### src/rtl/lsu_mem_ctrl_pkg.sv
// Shared ALU opcode bus definitions and memory-op decode helpers
// for the load/store unit.
package lsu_mem_ctrl_pkg;

    localparam int ALU_OP_W = 8;
    localparam logic [31:0] ZERO_WORD = 32'h0000_0000;

    localparam logic [ALU_OP_W-1:0] ALU_OP_LB  = 8'h20;
    localparam logic [ALU_OP_W-1:0] ALU_OP_LH  = 8'h21;
    localparam logic [ALU_OP_W-1:0] ALU_OP_LW  = 8'h22;
    localparam logic [ALU_OP_W-1:0] ALU_OP_LBU = 8'h24;
    localparam logic [ALU_OP_W-1:0] ALU_OP_LHU = 8'h25;
    localparam logic [ALU_OP_W-1:0] ALU_OP_SB  = 8'h28;
    localparam logic [ALU_OP_W-1:0] ALU_OP_SH  = 8'h29;
    localparam logic [ALU_OP_W-1:0] ALU_OP_SW  = 8'h2A;

    typedef enum logic [1:0] {
        MEM_NONE,
        MEM_BYTE,
        MEM_HALF,
        MEM_WORD
    } mem_size_e;

    function automatic mem_size_e op_size(input logic [ALU_OP_W-1:0] op);
        mem_size_e sz;
        case (op)
            ALU_OP_LB, ALU_OP_LBU, ALU_OP_SB: sz = MEM_BYTE;
            ALU_OP_LH, ALU_OP_LHU, ALU_OP_SH: sz = MEM_HALF;
            ALU_OP_LW, ALU_OP_SW:             sz = MEM_WORD;
            default:                          sz = MEM_NONE;
        endcase
        return sz;
    endfunction

    function automatic logic op_is_store(input logic [ALU_OP_W-1:0] op);
        return (op == ALU_OP_SB) || (op == ALU_OP_SH) || (op == ALU_OP_SW);
    endfunction

    function automatic logic op_is_load(input logic [ALU_OP_W-1:0] op);
        return (op_size(op) != MEM_NONE) && !op_is_store(op);
    endfunction

    function automatic logic op_misaligned(input logic [ALU_OP_W-1:0] op,
                                           input logic [1:0] off);
        logic bad;
        case (op_size(op))
            MEM_HALF: bad = off[0];
            MEM_WORD: bad = (off != 2'b00);
            default:  bad = 1'b0;
        endcase
        return bad;
    endfunction

endpackage

### src/rtl/lsu_mem_ctrl_store_align.sv
// Store lane steering: byte strobes and replicated write data
// derived from the opcode and the low address bits.
module store_align
    import lsu_mem_ctrl_pkg::*;
(
    input  logic [ALU_OP_W-1:0] alu_op_i,
    input  logic [1:0]          offset_i,
    input  logic [31:0]         wdata_i,
    output logic [3:0]          wstrb_o,
    output logic [31:0]         wdata_o
);

    always_comb begin
        wstrb_o = 4'b0000;
        wdata_o = ZERO_WORD;
        if (op_is_store(alu_op_i)) begin
            case (op_size(alu_op_i))
                MEM_BYTE: begin
                    wstrb_o = 4'b0001 << offset_i;
                    wdata_o = {4{wdata_i[7:0]}};
                end
                MEM_HALF: begin
                    wstrb_o = 4'b0011 << offset_i;
                    wdata_o = {2{wdata_i[15:0]}};
                end
                MEM_WORD: begin
                    wstrb_o = 4'b1111;
                    wdata_o = wdata_i;
                end
                default: begin
                    wstrb_o = 4'b0000;
                    wdata_o = ZERO_WORD;
                end
            endcase
        end
    end

endmodule

### src/rtl/lsu_mem_ctrl.sv
// Load/store unit memory controller: accepts one op from execute,
// runs the data-memory handshake and holds the result for writeback.
module lsu_mem_ctrl #(
    parameter int ALU_OP_W = lsu_mem_ctrl_pkg::ALU_OP_W
) (
    input  logic                clk,
    input  logic                rst,
    input  logic                ex_valid_i,
    output logic                ex_ready_o,
    input  logic [ALU_OP_W-1:0] alu_op_i,
    input  logic [31:0]         addr_i,
    input  logic [31:0]         wdata_i,
    output logic                mem_req_o,
    output logic                mem_we_o,
    output logic [31:0]         mem_addr_o,
    output logic [31:0]         mem_wdata_o,
    output logic [3:0]          mem_wstrb_o,
    input  logic                mem_gnt_i,
    input  logic                mem_rvalid_i,
    input  logic [31:0]         mem_rdata_i,
    output logic                wb_valid_o,
    input  logic                wb_ready_i,
    output logic [ALU_OP_W-1:0] alu_op_o,
    output logic [31:0]         read_offset_o,
    output logic [31:0]         rmem_data_o,
    output logic                misalign_o
);

    import lsu_mem_ctrl_pkg::*;

    typedef enum logic [1:0] {IDLE, REQ, WAIT, DONE} state_e;

    state_e              state_q;
    logic [ALU_OP_W-1:0] op_q;
    logic [31:0]         addr_q;
    logic [31:0]         wdata_q;
    logic [31:0]         rdata_q;
    logic                mem_req_q;
    logic                wb_valid_q;
    logic                misal_q;

    logic accept;
    logic is_mem;
    logic bad;

    assign ex_ready_o = (state_q == IDLE) || ((state_q == DONE) && wb_ready_i);
    assign accept     = ex_valid_i && ex_ready_o;
    assign is_mem     = op_size(alu_op_i) != MEM_NONE;
    assign bad        = is_mem && op_misaligned(alu_op_i, addr_i[1:0]);

    always_ff @(posedge clk or negedge rst) begin
        if (!rst) begin
            state_q    <= IDLE;
            op_q       <= '0;
            addr_q     <= ZERO_WORD;
            wdata_q    <= ZERO_WORD;
            rdata_q    <= ZERO_WORD;
            mem_req_q  <= 1'b0;
            wb_valid_q <= 1'b0;
            misal_q    <= 1'b0;
        end else begin
            case (state_q)
                REQ: if (mem_gnt_i) begin
                    state_q   <= WAIT;
                    mem_req_q <= 1'b0;
                end
                WAIT: if (mem_rvalid_i) begin
                    state_q    <= DONE;
                    wb_valid_q <= 1'b1;
                    if (op_is_load(op_q)) rdata_q <= mem_rdata_i;
                end
                DONE: if (wb_ready_i && !ex_valid_i) begin
                    state_q    <= IDLE;
                    wb_valid_q <= 1'b0;
                    misal_q    <= 1'b0;
                end
                default: ;
            endcase
            // A new op overrides whatever the retiring op scheduled above
            if (accept) begin
                op_q    <= alu_op_i;
                addr_q  <= addr_i;
                wdata_q <= wdata_i;
                rdata_q <= ZERO_WORD;
                misal_q <= bad;
                if (is_mem && !bad) begin
                    state_q    <= REQ;
                    mem_req_q  <= 1'b1;
                    wb_valid_q <= 1'b0;
                end else begin
                    state_q    <= DONE;
                    mem_req_q  <= 1'b0;
                    wb_valid_q <= 1'b1;
                end
            end
        end
    end

    store_align u_store_align (
        .alu_op_i (op_q),
        .offset_i (addr_q[1:0]),
        .wdata_i  (wdata_q),
        .wstrb_o  (mem_wstrb_o),
        .wdata_o  (mem_wdata_o)
    );

    assign mem_req_o     = mem_req_q;
    assign mem_we_o      = op_is_store(op_q);
    assign mem_addr_o    = {addr_q[31:2], 2'b00};
    assign wb_valid_o    = wb_valid_q;
    assign alu_op_o      = op_q;
    assign read_offset_o = {30'b0, addr_q[1:0]};
    assign rmem_data_o   = rdata_q;
    assign misalign_o    = misal_q;

endmodule

### config.mk
export PLATFORM = sky130hd
export DESIGN_NAME = lsu_mem_ctrl
export DESIGN_NICKNAME = d
export VERILOG_FILES = /design/src/rtl/lsu_mem_ctrl_pkg.sv /design/src/rtl/lsu_mem_ctrl_store_align.sv /design/src/rtl/lsu_mem_ctrl.sv
export SDC_FILE = /design/constraint.sdc
export NUM_CORES = 1
export LEC_CHECK = 0
export ABC_AREA = 1
export CAP_MARGIN = 0
export CORE_UTILIZATION = 30
export CTS_CLUSTER_DIAMETER = 150
export DETAILED_ROUTE_END_ITERATION = 12
export SYNTH_ARGS = -nofsm -noshare
export SYNTH_HDL_FRONTEND = slang
export SYNTH_SLANG_ARGS = --single-unit
export TNS_END_PERCENT = 1
### constraint.sdc
create_clock -name clk -period 2.6 [get_ports clk]
set_input_delay 0.26 -clock clk [delete_from_list [all_inputs] [get_ports clk]]
set_output_delay 0.26 -clock clk [all_outputs]
set_load 0.05 [all_outputs]
## Word level (Yosys, flattened, before mapping)

Index checks and enable logic that the tools add are counted.

- Bits of input ports: 110
- Bits in registers: 109

- Muxes and demuxes: 31
- Shifts and indexed selects: 2
- Reductions and logical operators: 36
- Eq/ne operators: 27

Operators with widths:

| cell | count |
|---|---|
| 32-bit two-way mux | 5 |
| 8-bit by 6-bit equality test with 1-bit output (second input constant) | 16 |
| 32-bit one-hot mux with 3 select lines | 1 |
| 2-bit nonzero test | 10 |
| 2-bit one-hot mux with 3 select lines | 3 |
| 2-bit two-way mux | 8 |
| 2-bit equality test (second input constant) | 6 |
| 4-bit one-hot mux with 3 select lines | 1 |
| 3-bit OR reduction | 4 |
| 1-bit two-way mux | 10 |
| 1-bit logical AND | 6 |
| 3-bit inequality test (second input constant) | 2 |
| 3-bit AND reduction | 2 |
| 2-bit by 1-bit equality test with 1-bit output (second input constant) | 2 |
| 4-bit two-way mux | 1 |
| 1-bit one-hot mux with 2 select lines | 2 |
| 2-bit AND reduction | 2 |
| 4-bit AND reduction | 1 |
| 4-bit nonzero test | 1 |
| 2-bit OR reduction | 2 |
| 1-bit by 2-bit << shifter with 4-bit output (first input constant) | 1 |
| 2-bit by 2-bit << shifter with 4-bit output (first input constant) | 1 |
| 1-bit logical NOT | 3 |
| 1-bit logical OR | 3 |
| other kinds (3) | 3 |

## Depth between registers and ports, before layout

Gate-level depths: netlist of the first run.

- Word-level depth: 11
- Gate-level depth with buffers: 13
- Depth with buffers taken out: 11

## Cells and area by module

A second synthesis of the first run with hierarchy kept.

- Cells, all modules: 720
- Area, all modules: 5,855.6 µm²

Modules (own cells, without submodules):

| module | cells an instance | instances | area an instance (µm²) | sequential area each (µm²) |
|---|---|---|---|---|
| lsu_mem_ctrl | 560 | 1 | 5,051.1 | 2,727.6 |
| store_align | 160 | 1 | 804.5 | 0.0 |

## Least setup slack after synthesis of the first run

No wires, ideal clock.

- Path kind: reg-to-output
- From: reg op_q[1], in the netlist alu_op_o[1]
- To: out mem_wdata_o[16]
- Slack: -490 ps
- Stages on the path, launching flop included: 12
- Arrival: 2,830 ps
- Cells stage by stage: dfrtp_1 or2_2 a21oi_1 nand2_1 inv_1 ha_1 buf_2 or2_1 clkbuf_1 buf_2 nand2_1 a21oi_1

- Word-level cells in the longest chain between the ends: 7
- Elaborated cells on any way between the ends: 20
- Classes of those cells: eq/ne (11); mux (4); reduce/logical (5)

Ends and longest elaborated chain:

| item | line | text |
|---|---|---|
| from (decl) | lsu_mem_ctrl.sv:34 | `logic [ALU_OP_W-1:0] op_q;` |
| from (signal assigned) | lsu_mem_ctrl.sv:81 | `op_q <= alu_op_i;` |
| 8-bit by 6-bit equality test with 1-bit output, on equally long branches | lsu_mem_ctrl_pkg.sv:26, lsu_mem_ctrl_pkg.sv:36 |  |
| 3-bit OR reduction / 2-bit OR reduction (equally long branches) | lsu_mem_ctrl_pkg.sv:26 | `case (op)` |
| 2-bit one-hot mux with 3 select lines | lsu_mem_ctrl_pkg.sv:26 |  |
| 2-bit two-way mux | lsu_mem_ctrl_store_align.sv:16 | `if (op_is_store(alu_op_i)) begin` |
| 2-bit equality test / 2-bit by 1-bit equality test with 1-bit output (equally long branches) | lsu_mem_ctrl_store_align.sv:17 | `case (op_size(alu_op_i))` |
| 32-bit one-hot mux with 3 select lines | lsu_mem_ctrl_store_align.sv:17 |  |
| 32-bit two-way mux (*) | lsu_mem_ctrl_store_align.sv:16 |  |
| to (decl) | lsu_mem_ctrl.sv:16 | `output logic [31:0] mem_wdata_o,` |

Mark *: on every way between the ends. The rest lies on a longest branch, timed or not. The select of a mux whose other input is x is not followed.

## Worst setup path after layout of the first run

- From: reg op_q[3], in the netlist alu_op_o[3]
- To: out mem_wdata_o[31]

The elaborated chain is that of the path after synthesis.

==> results.toml, run 1 <==
[yosys]
ys_ff_latch = 109
syn_area_um2 = 5410
synth.distinct_cells = 26
ys.flop_type = "dfrtp_1"
yosysSeqAreaShare_pct = 50.4
syn_area_per_cell_um2 = 7.96
synthArstFlopShare_pct = 100
yosys_warnings = 0
synth-edff-count = 0
syn-instance-count = 680

[grt]
grt_max_degree = 61
first_global_vias = 4841
grt_first_pass_wirelength_um = 25300
antenna_found_initial = 0
grtUsageTotal_pct = 17.6
grt_overflow = 0

[floorplanning]
coreArea_um2 = 17500
rows = 48
die_height_um = 136
die_w_um = 136
initial_core_util_pct = 31.0
die_area_um2 = 18600
io_pins = 255

[detailed_routing]
dr.pass1.iters = 4
via_per_inst = 4.55
num_vias = 5089
drt_iter0_drc = 242
final_antenna_net_count = 0
route.detailed.drc = 0
wire_per_inst_um = 14.9
totalWireLength_um = 16600

[worst_setup_path]
worstPathMaxFanout = 36
path_class = "reg2out"
arrival_ns = 2.29
cp.required_ns = 2.34
critPathCaptureType = "output port"
start_kind = "flip-flop"

[power_and_ir_drop]
power_density_nw_per_um2 = 1040
ir_drop_mv = 0.548
p_leak_nw = 4.13

[final_layout]
syn_to_final_growth_pct = 64.8
fillers = 1657
multi_input_area_um2 = 2640
layout_common_cells = "268 x nand2_1, 184 x clkdlybuf4s50_1, 106 x dfrtp_1"
layout.cells.most_common = "nand2_1"
post-route-util_pct = 51.1
drive_above_1_share_pct = 17.9
final-seq-area_um2 = 2730
diodes = 0
final_nets = 1007

[cts]
cts_buffer_depth = 2
cts.sinks = 109
clock_latency_ns = 0.35
cts_inserted_buffers = 9
clk_pin_slew_ns = 0.07
cts_root_buf = "clkbuf_16"
cts_tree = "built"
cts_htree_levels = 3
cts-hold-fix-buffers = 0

[run_status]
violations = "negative hold slack"
status = "finished, violations left"

[job]
drv_cap = 0

[timing]
setup_viol = 0
slew_headroom_pct = 46.3
period_minus_slack_ns = 2.55
final_max_slew_viol_count = 0
max_freq_mhz = 392
finalClockSkew_ns = 0.00792
final_hold_viol_count = 14
period_share_pct = 98.1
hold_slack_ns = -0.0229
tightest_slew_ns = 0.806

[hold_path]
hold_path.class = "in2async"

[placement]
io_buffer_count = 222
detailed_place_hpwl_um = 11300
place.gp.congestion = 0.785
## routing by layer
layer,wire [um],vias to the layer above,global-route usage [%]
met1,7180,2376,23.2
met2,7930,163,27.8
met3,1280,18,4.88
met4,245,0,5.31
li1,-,2532,-
met5,0,-,0
## cell families after synthesis
logic type / Yosys count / synth area share [%]
and+or+nand+nor: 393 / 30.2
other: 1 / 0.0693
adders and majority gates: 8 / 1.85
buffers and inverters: 106 / 10.8
DFF: 109 / 50.4
AOI/OAI and AO/OA: 63 / 6.63
## layout make-up
cell class | count | area share, %
multi-input cells | 497 | 29.6
clock inverters | 5 | 0.940
well taps | 225 | 3.16
inverters | 30 | 1.29
repair buffers | 242 | 31.8
flip-flops and latches | 109 | 30.6
clock buffers | 11 | 2.61
## worst paths after layout
path / start / end / slack [ns] / cells past startpoint
worst max register to register: alu_op_o[3]$_DFFE_PN0P_ / rmem_data_o[28]$_DFFE_PN0P_ / 0.43 / 11
min in group clk: wdata_i[9] / wdata_q[9]$_DFFE_PN0P_ / 0.44 / 3
worst max-delay path: alu_op_o[3]$_DFFE_PN0P_ / mem_wdata_o[31] / 0.05 / 11
max in group asynchronous: rst / addr_q[11]$_DFFE_PN0P_ / 1.89 / 2
worst min-delay path: rst / addr_q[0]$_DFFE_PN0P_ / -0.02 / 1
worst min register to register: addr_q[21]$_DFFE_PN0P_ / addr_q[21]$_DFFE_PN0P_ / 0.48 / 2
## report_power, final
group	switching (W)	internal, W
sequential	0.000564	0.00239
combinational	0.00322	0.00161
clock	0.000636	0.000850
## stage by stage
step                      TNS [ns]  setup WS, ns  std cells  instance area [um2]  total power (W)
after floorplan              -2.94        -0.107        711                 5690          0.00597
after global placement           0         0.135       1095                 8260          0.00751
after detailed placement         0        0.0831       1095                 8260          0.00755
after CTS                  -0.0439       -0.0117       1114                 8650          0.00914
after global routing        -0.873       -0.0752       1119                 8920          0.00984
final                            0        0.0505       1119                 8920          0.00927
## state kept, by name, indices dropped and copies added, names as in the netlist
register	flops
addr_q	32
alu_op_o	8
state_q	2
rmem_data_o	32
misalign_o	1
wdata_q	32
mem_req_o	1
wb_valid_o	1
## Yosys cell counts (2+ instances only)
cell | number | area (um2)
buf_4 | 36 | 270
o21ai_0 | 23 | 115
inv_2 | 2 | 7.51
a22oi_1 | 4 | 30.0
nor2_1 | 44 | 165
buf_2 | 25 | 125
a21oi_1 | 25 | 125
dfrtp_1 | 109 | 2730
nand4_1 | 32 | 200
a31oi_1 | 3 | 18.8
or2_2 | 2 | 12.5
buf_6 | 3 | 33.8
ha_1 | 8 | 100
nand2_1 | 270 | 1010
nand3_1 | 39 | 195
inv_1 | 28 | 105
a22o_1 | 8 | 70.1
clkbuf_1 | 11 | 41.3
## worst max-delay path: stages, from the launching register on
cell and delay (ns):
dfrtp_1 0.41, buf_4 0.15, nand2_1 0.05, nand2_1 0.06
a21oi_2 0.19, inv_1 0.12, ha_1 0.23, inv_2 0.10
nand2_4 0.06, buf_12 0.20, nor2_2 0.19, buf_12 0.15
## timing repair
item / CTS / global route
cloned: 0 / 2
endpoints found under the hold margin: 0 / 0
endpoints found under the setup margin: 36 / 36
pin swaps: 1 / 17
setup buffers: 3 / 3
gates resized for setup: 14 / 53
Power figures use the tool's default switching activity.
==> run 2: changes to the inputs <==
DONT_BUFFER_PORTS = 1   (was unset)
==> run 2 against run 1 <==
Net effect: the flow still finishes with violations (negative hold slack); flip-flop and latch count is the same; worst hold slack got worse by 0.37 ns; clock-buffer cell count down 1; global-route usage decreased by 2.1 points; combinational power down 50%; clock power decreased by 8%; via count shrank 13%; setup slack better by 0.053 ns; die area is the same; first-iteration DRC count decreased by 15%; cell area down 24%; register-to-register slack worse by 0.04 ns; critical path type unchanged; largest cell class is now flip-flops and latches; largest power group is now sequential cells.
==> results.toml, run 2 (synthesis results as in run 1) <==
[detailed_routing]
drt_iter0_drc = 206
num_vias = 4433
wire_per_inst_um = 15.9
final_antenna_net_count = 0
via_per_inst = 4.71
totalWireLength_um = 14900
dr.pass1.iters = 4
route.detailed.drc = 0

[timing]
final_max_slew_viol_count = 0
tightest_slew_ns = 0.709
finalClockSkew_ns = 0.0103
rsz0062_at_grt = "yes"
final_hold_viol_count = 109
hold_slack_ns = -0.393
period_minus_slack_ns = 2.50
period_share_pct = 96.0
slew_headroom_pct = 52.7
max_freq_mhz = 401
setup_viol = 0

[grt]
first_global_vias = 4197
grt_first_pass_wirelength_um = 22200
antenna_found_initial = 0
grt_overflow = 0
grtUsageTotal_pct = 15.5
grt_max_degree = 110

[floorplanning]
io_pins = 255
coreArea_um2 = 17500
die_height_um = 136
die_area_um2 = 18600
initial_core_util_pct = 31.0
die_w_um = 136
rows = 48

[final_layout]
final-seq-area_um2 = 2730
fillers = 1808
layout_common_cells = "268 x nand2_1, 105 x dfrtp_1, 38 x nand3_1"
drive_above_1_share_pct = 23.0
multi_input_area_um2 = 2570
final_cell_area_um2 = 6740
post-route-util_pct = 38.6
layout.cells.most_common = "nand2_1"
syn_to_final_growth_pct = 24.6
final_nets = 830
diodes = 0

[worst_setup_path]
path_class = "reg2out"
worstPathMaxFanout = 8
critPathCaptureType = "output port"
arrival_ns = 2.24
reg2reg_slack_ns = 0.39
cp.required_ns = 2.34
start_kind = "flip-flop"

[placement]
placed_area_um2 = 6110
io_buffer_count = 0
place.gp.congestion = 0.808
detailed_place_hpwl_um = 10100

[cts]
cts_inserted_buffers = 9
cts_root_buf = "clkbuf_16"
cts_buffer_depth = 2
cts_tree = "built"
cts_htree_levels = 3
clock_latency_ns = 0.34
cts.sinks = 109
clk_pin_slew_ns = 0.07

[power_and_ir_drop]
ir_drop_mv = 0.517
power_density_nw_per_um2 = 1210
p_leak_nw = 3.37

[run_status]
status = "finished, violations left"
violations = "negative hold slack"

[job]
drv_cap = 0

[hold_path]
hold_path.class = "in2async"
-- run 2: metal layers --
layer | up-vias | part of all wire (%) | global-route usage (%)
li1 | 2171 | - | -
met5 | - | 0 | 0
met1 | 2066 | 42 | 19.2
met2 | 179 | 48 | 25.4
met4 | 0 | 1.6 | 4.88
met3 | 17 | 8.1 | 4.96
-- run 2: final timing paths --
path / startpoint / to / cells after the start
min: rst / addr_q[0]$_DFFE_PN0P_ / 0
min reg2reg: wdata_q[16]$_DFFE_PN0P_ / wdata_q[16]$_DFFE_PN0P_ / 2
max reg2reg: alu_op_o[7]$_DFFE_PN0P_ / rmem_data_o[23]$_DFFE_PN0P_ / 10
min in group clk: wdata_i[29] / wdata_q[29]$_DFFE_PN0P_ / 2
max: alu_op_o[7]$_DFFE_PN0P_ / mem_wdata_o[26] / 10
max in group asynchronous: rst / addr_q[5]$_DFFE_PN0P_ / 0
-- run 2: stage by stage --
stage,TNS (ns),setup slack (ns),instances,total power [W]
floorplan,-2.94,-0.107,711,0.00597
global placement,0,0.135,917,0.00652
detailed placement,0,0.0886,917,0.00656
CTS,0,0.00102,935,0.00804
global route,-0.309,-0.0369,942,0.00863
finish,0,0.103,942,0.00813
-- run 2: cell type report --
class	instances	share of cell area, %
flip-flops and latches	109	40.5
clock inverters	6	0.909
clock buffers	10	3.40
repair buffers	65	11.2
multi-input cells	497	38.1
well taps	225	4.17
inverters	30	1.71
-- run 2: critical path, stage by stage, from the launching register on --
cell	delay, ns
dfrtp_2	0.43
nor2_4	0.16
nand3_4	0.10
a21oi_4	0.19
inv_2	0.08
ha_4	0.18
buf_8	0.14
a22o_1	0.25
a21oi_1	0.16
nor2_2	0.05
buf_6	0.15
-- run 2: power by group --
part / switching [W] / leakage (nW) / internal, W
Sequential: 0.00197 / 1.40 / 0.00236
Combinational: 0.00163 / 1.83 / 0.000793
Clock: 0.000627 / 0.143 / 0.000747
-- run 2: timing repair --
action | in CTS | in global routing
pin swaps | 0 | 15
cloned | 0 | 2
setup buffers | 2 | 5
setup endpoints to repair | 36 | 36
hold endpoints to repair | 109 | 109
resized for setup | 16 | 56
==> run 3: changes to the inputs <==
TNS_END_PERCENT = unset   (was 1)
==> run 3 against run 2 <==
Net effect: the flow still finishes with violations (negative hold slack); final cell count up 0.42%; maximum frequency is 0.45% higher; cell area rose by 5.6%; highest routed layer is now met5; flip-flop and latch count is the same.
==> results.toml, run 3 (synthesis results as in run 1) <==
[run_status]
status = "finished, violations left"
violations = "negative hold slack"

[timing]
slew_headroom_pct = 59.9
hold_slack_ns = -0.401
tightest_slew_ns = 0.600
final_max_slew_viol_count = 0
finalClockSkew_ns = 0.00710
final_hold_viol_count = 109
rsz0062_at_grt = "no"
setup_viol = 0
setup_tns_ns = 0
period_minus_slack_ns = 2.49
max_freq_mhz = 402
period_share_pct = 95.6

[placement]
io_buffer_count = 0
placed_area_um2 = 6400
dp.cells = 917
place.gp.congestion = 0.788
detailed_place_hpwl_um = 9880

[detailed_routing]
via_per_inst = 4.71
totalWireLength_um = 15000
drt_iter0_drc = 209
wire_per_inst_um = 15.8
final_antenna_net_count = 0
route.detailed.drc = 0
num_vias = 4459
dr.pass1.iters = 4

[worst_setup_path]
critPathCaptureType = "output port"
worstPathMaxFanout = 9
cp.required_ns = 2.34
arrival_ns = 2.23
start_kind = "flip-flop"
path_class = "reg2out"

[cts]
clock_latency_ns = 0.35
clk_pin_slew_ns = 0.08
cts_inserted_buffers = 9
cts.sinks = 109
cts-hold-fix-buffers = 8
cts_buffer_depth = 2
cts_tree = "built"
cts_htree_levels = 3
cts_root_buf = "clkbuf_16"

[power_and_ir_drop]
power_switching_share_pct = 52.5
p_sw_w = 0.00429
power_density_nw_per_um2 = 1150
power_frac_seq_pct = 53.1
p_leak_nw = 3.47
p_int_w = 0.00388
ir_drop_mv = 0.620
p_clk_share_pct = 16.4
pwr-share-comb_pct = 30.5

[grt]
grtUsageTotal_pct = 15.8
grt_first_pass_wirelength_um = 22600
grt_max_degree = 110
grt_overflow = 0
first_global_vias = 4222
antenna_found_initial = 1

[final_layout]
final_nets = 834
layout.cells.non_filler = 946
post-route-util_pct = 40.8
drive_above_1_share_pct = 23.9
fillers = 1731
diodes = 0
final_cell_area_um2 = 7120
layout_common_cells = "267 x nand2_1, 102 x dfrtp_1, 38 x nand3_1"
syn_to_final_growth_pct = 31.6
layout.cells.most_common = "nand2_1"

[floorplanning]
rows = 48
io_pins = 255
die_w_um = 136
coreArea_um2 = 17500
initial_core_util_pct = 31.0
die_height_um = 136
die_area_um2 = 18600

[job]
drv_cap = 0

[hold_path]
hold_path.class = "in2async"
-- run 3: cell types whose count changed in the layout (fill, tap and decap cells not counted), moves of 4 or more --
cell,delta
a21oi_2,+4
dlygate4sd3_1,+8
a22o_4,+4
a22o_1,-4
nor2_2,-15
buf_12,+16
buf_4,-18
o21ai_1,-4
o21ai_2,+4
nor2_4,+15
-- run 3: power by group through the flow --
stage	combinational (W)	sequential, W	clock, W
detailed placement	0.00233	0.00430	0
global placement	0.00227	0.00430	0
floorplan	0.00167	0.00432	0
finish	0.00249	0.00434	0.00134
CTS	0.00246	0.00431	0.00139
global route	0.00283	0.00443	0.00146
-- run 3: final timing paths --
check,start,end,slack [ns],cells after the start
max reg2reg,alu_op_o[1]$_DFFE_PN0P_,rmem_data_o[25]$_DFFE_PN0P_,0.30,9
min,rst,addr_q[1]$_DFFE_PN0P_,-0.40,0
min in group clk,addr_i[2],addr_q[2]$_DFFE_PN0P_,0.02,2
max,alu_op_o[1]$_DFFE_PN0P_,mem_wdata_o[14],0.11,9
max in group asynchronous,rst,rmem_data_o[0]$_DFFE_PN0P_,2.80,0
min reg2reg,wdata_q[21]$_DFFE_PN0P_,wdata_q[21]$_DFFE_PN0P_,0.49,2
-- run 3: stage by stage --
step / hold slack (ns) / worst slack, ns / power (W)
final: -0.401 / 0.114 / 0.00817
after global routing: -0.429 / 0.00668 / 0.00872
after CTS: -0.421 / -0.0173 / 0.00816
after detailed placement: -0.0308 / 0.0801 / 0.00663
after global placement: -0.0307 / 0.152 / 0.00657
after floorplan: -0.0356 / -0.0137 / 0.00600
-- run 3: worst max-delay path, stage by stage, from the launching register on --
cell and delay [ns]:
dfrtp_2 0.44, or2_4 0.25, a21oi_2 0.13, nand2_2 0.10, ha_4 0.19, buf_12 0.14
a22o_4 0.23, a21oi_1 0.17, nor2_2 0.07, buf_6 0.15
-- run 3: final cells by class --
class | instances | area (um2) | share of cell area (%)
tap | 225 | 282 | 3.95
sequential | 109 | 2740 | 38.4
multi-input combinational | 497 | 2690 | 37.7
inverter | 30 | 113 | 1.58
clock inverter | 7 | 60.1 | 0.843
clock buffer | 9 | 225 | 3.16
timing repair buffer | 69 | 1020 | 14.4
-- run 3: timing repair --
action / in CTS / in global routing
endpoints found under the hold margin: 117 / 109
endpoints found under the setup margin: 36 / 68
pin swaps: 6 / 5
buffers inserted: 2 / 0
resized for setup: 49 / 22
cloned: 1 / 2
-- run 3: per-layer routing --
metal | GRT usage [%] | vias to the layer above | routed length (um)
met1 | 20.3 | 2070 | 6420
met2 | 24.9 | 183 | 7260
met5 | 0 | - | 13
met4 | 5.00 | 2 | 150
li1 | - | 2190 | -
met3 | 5.11 | 14 | 1130
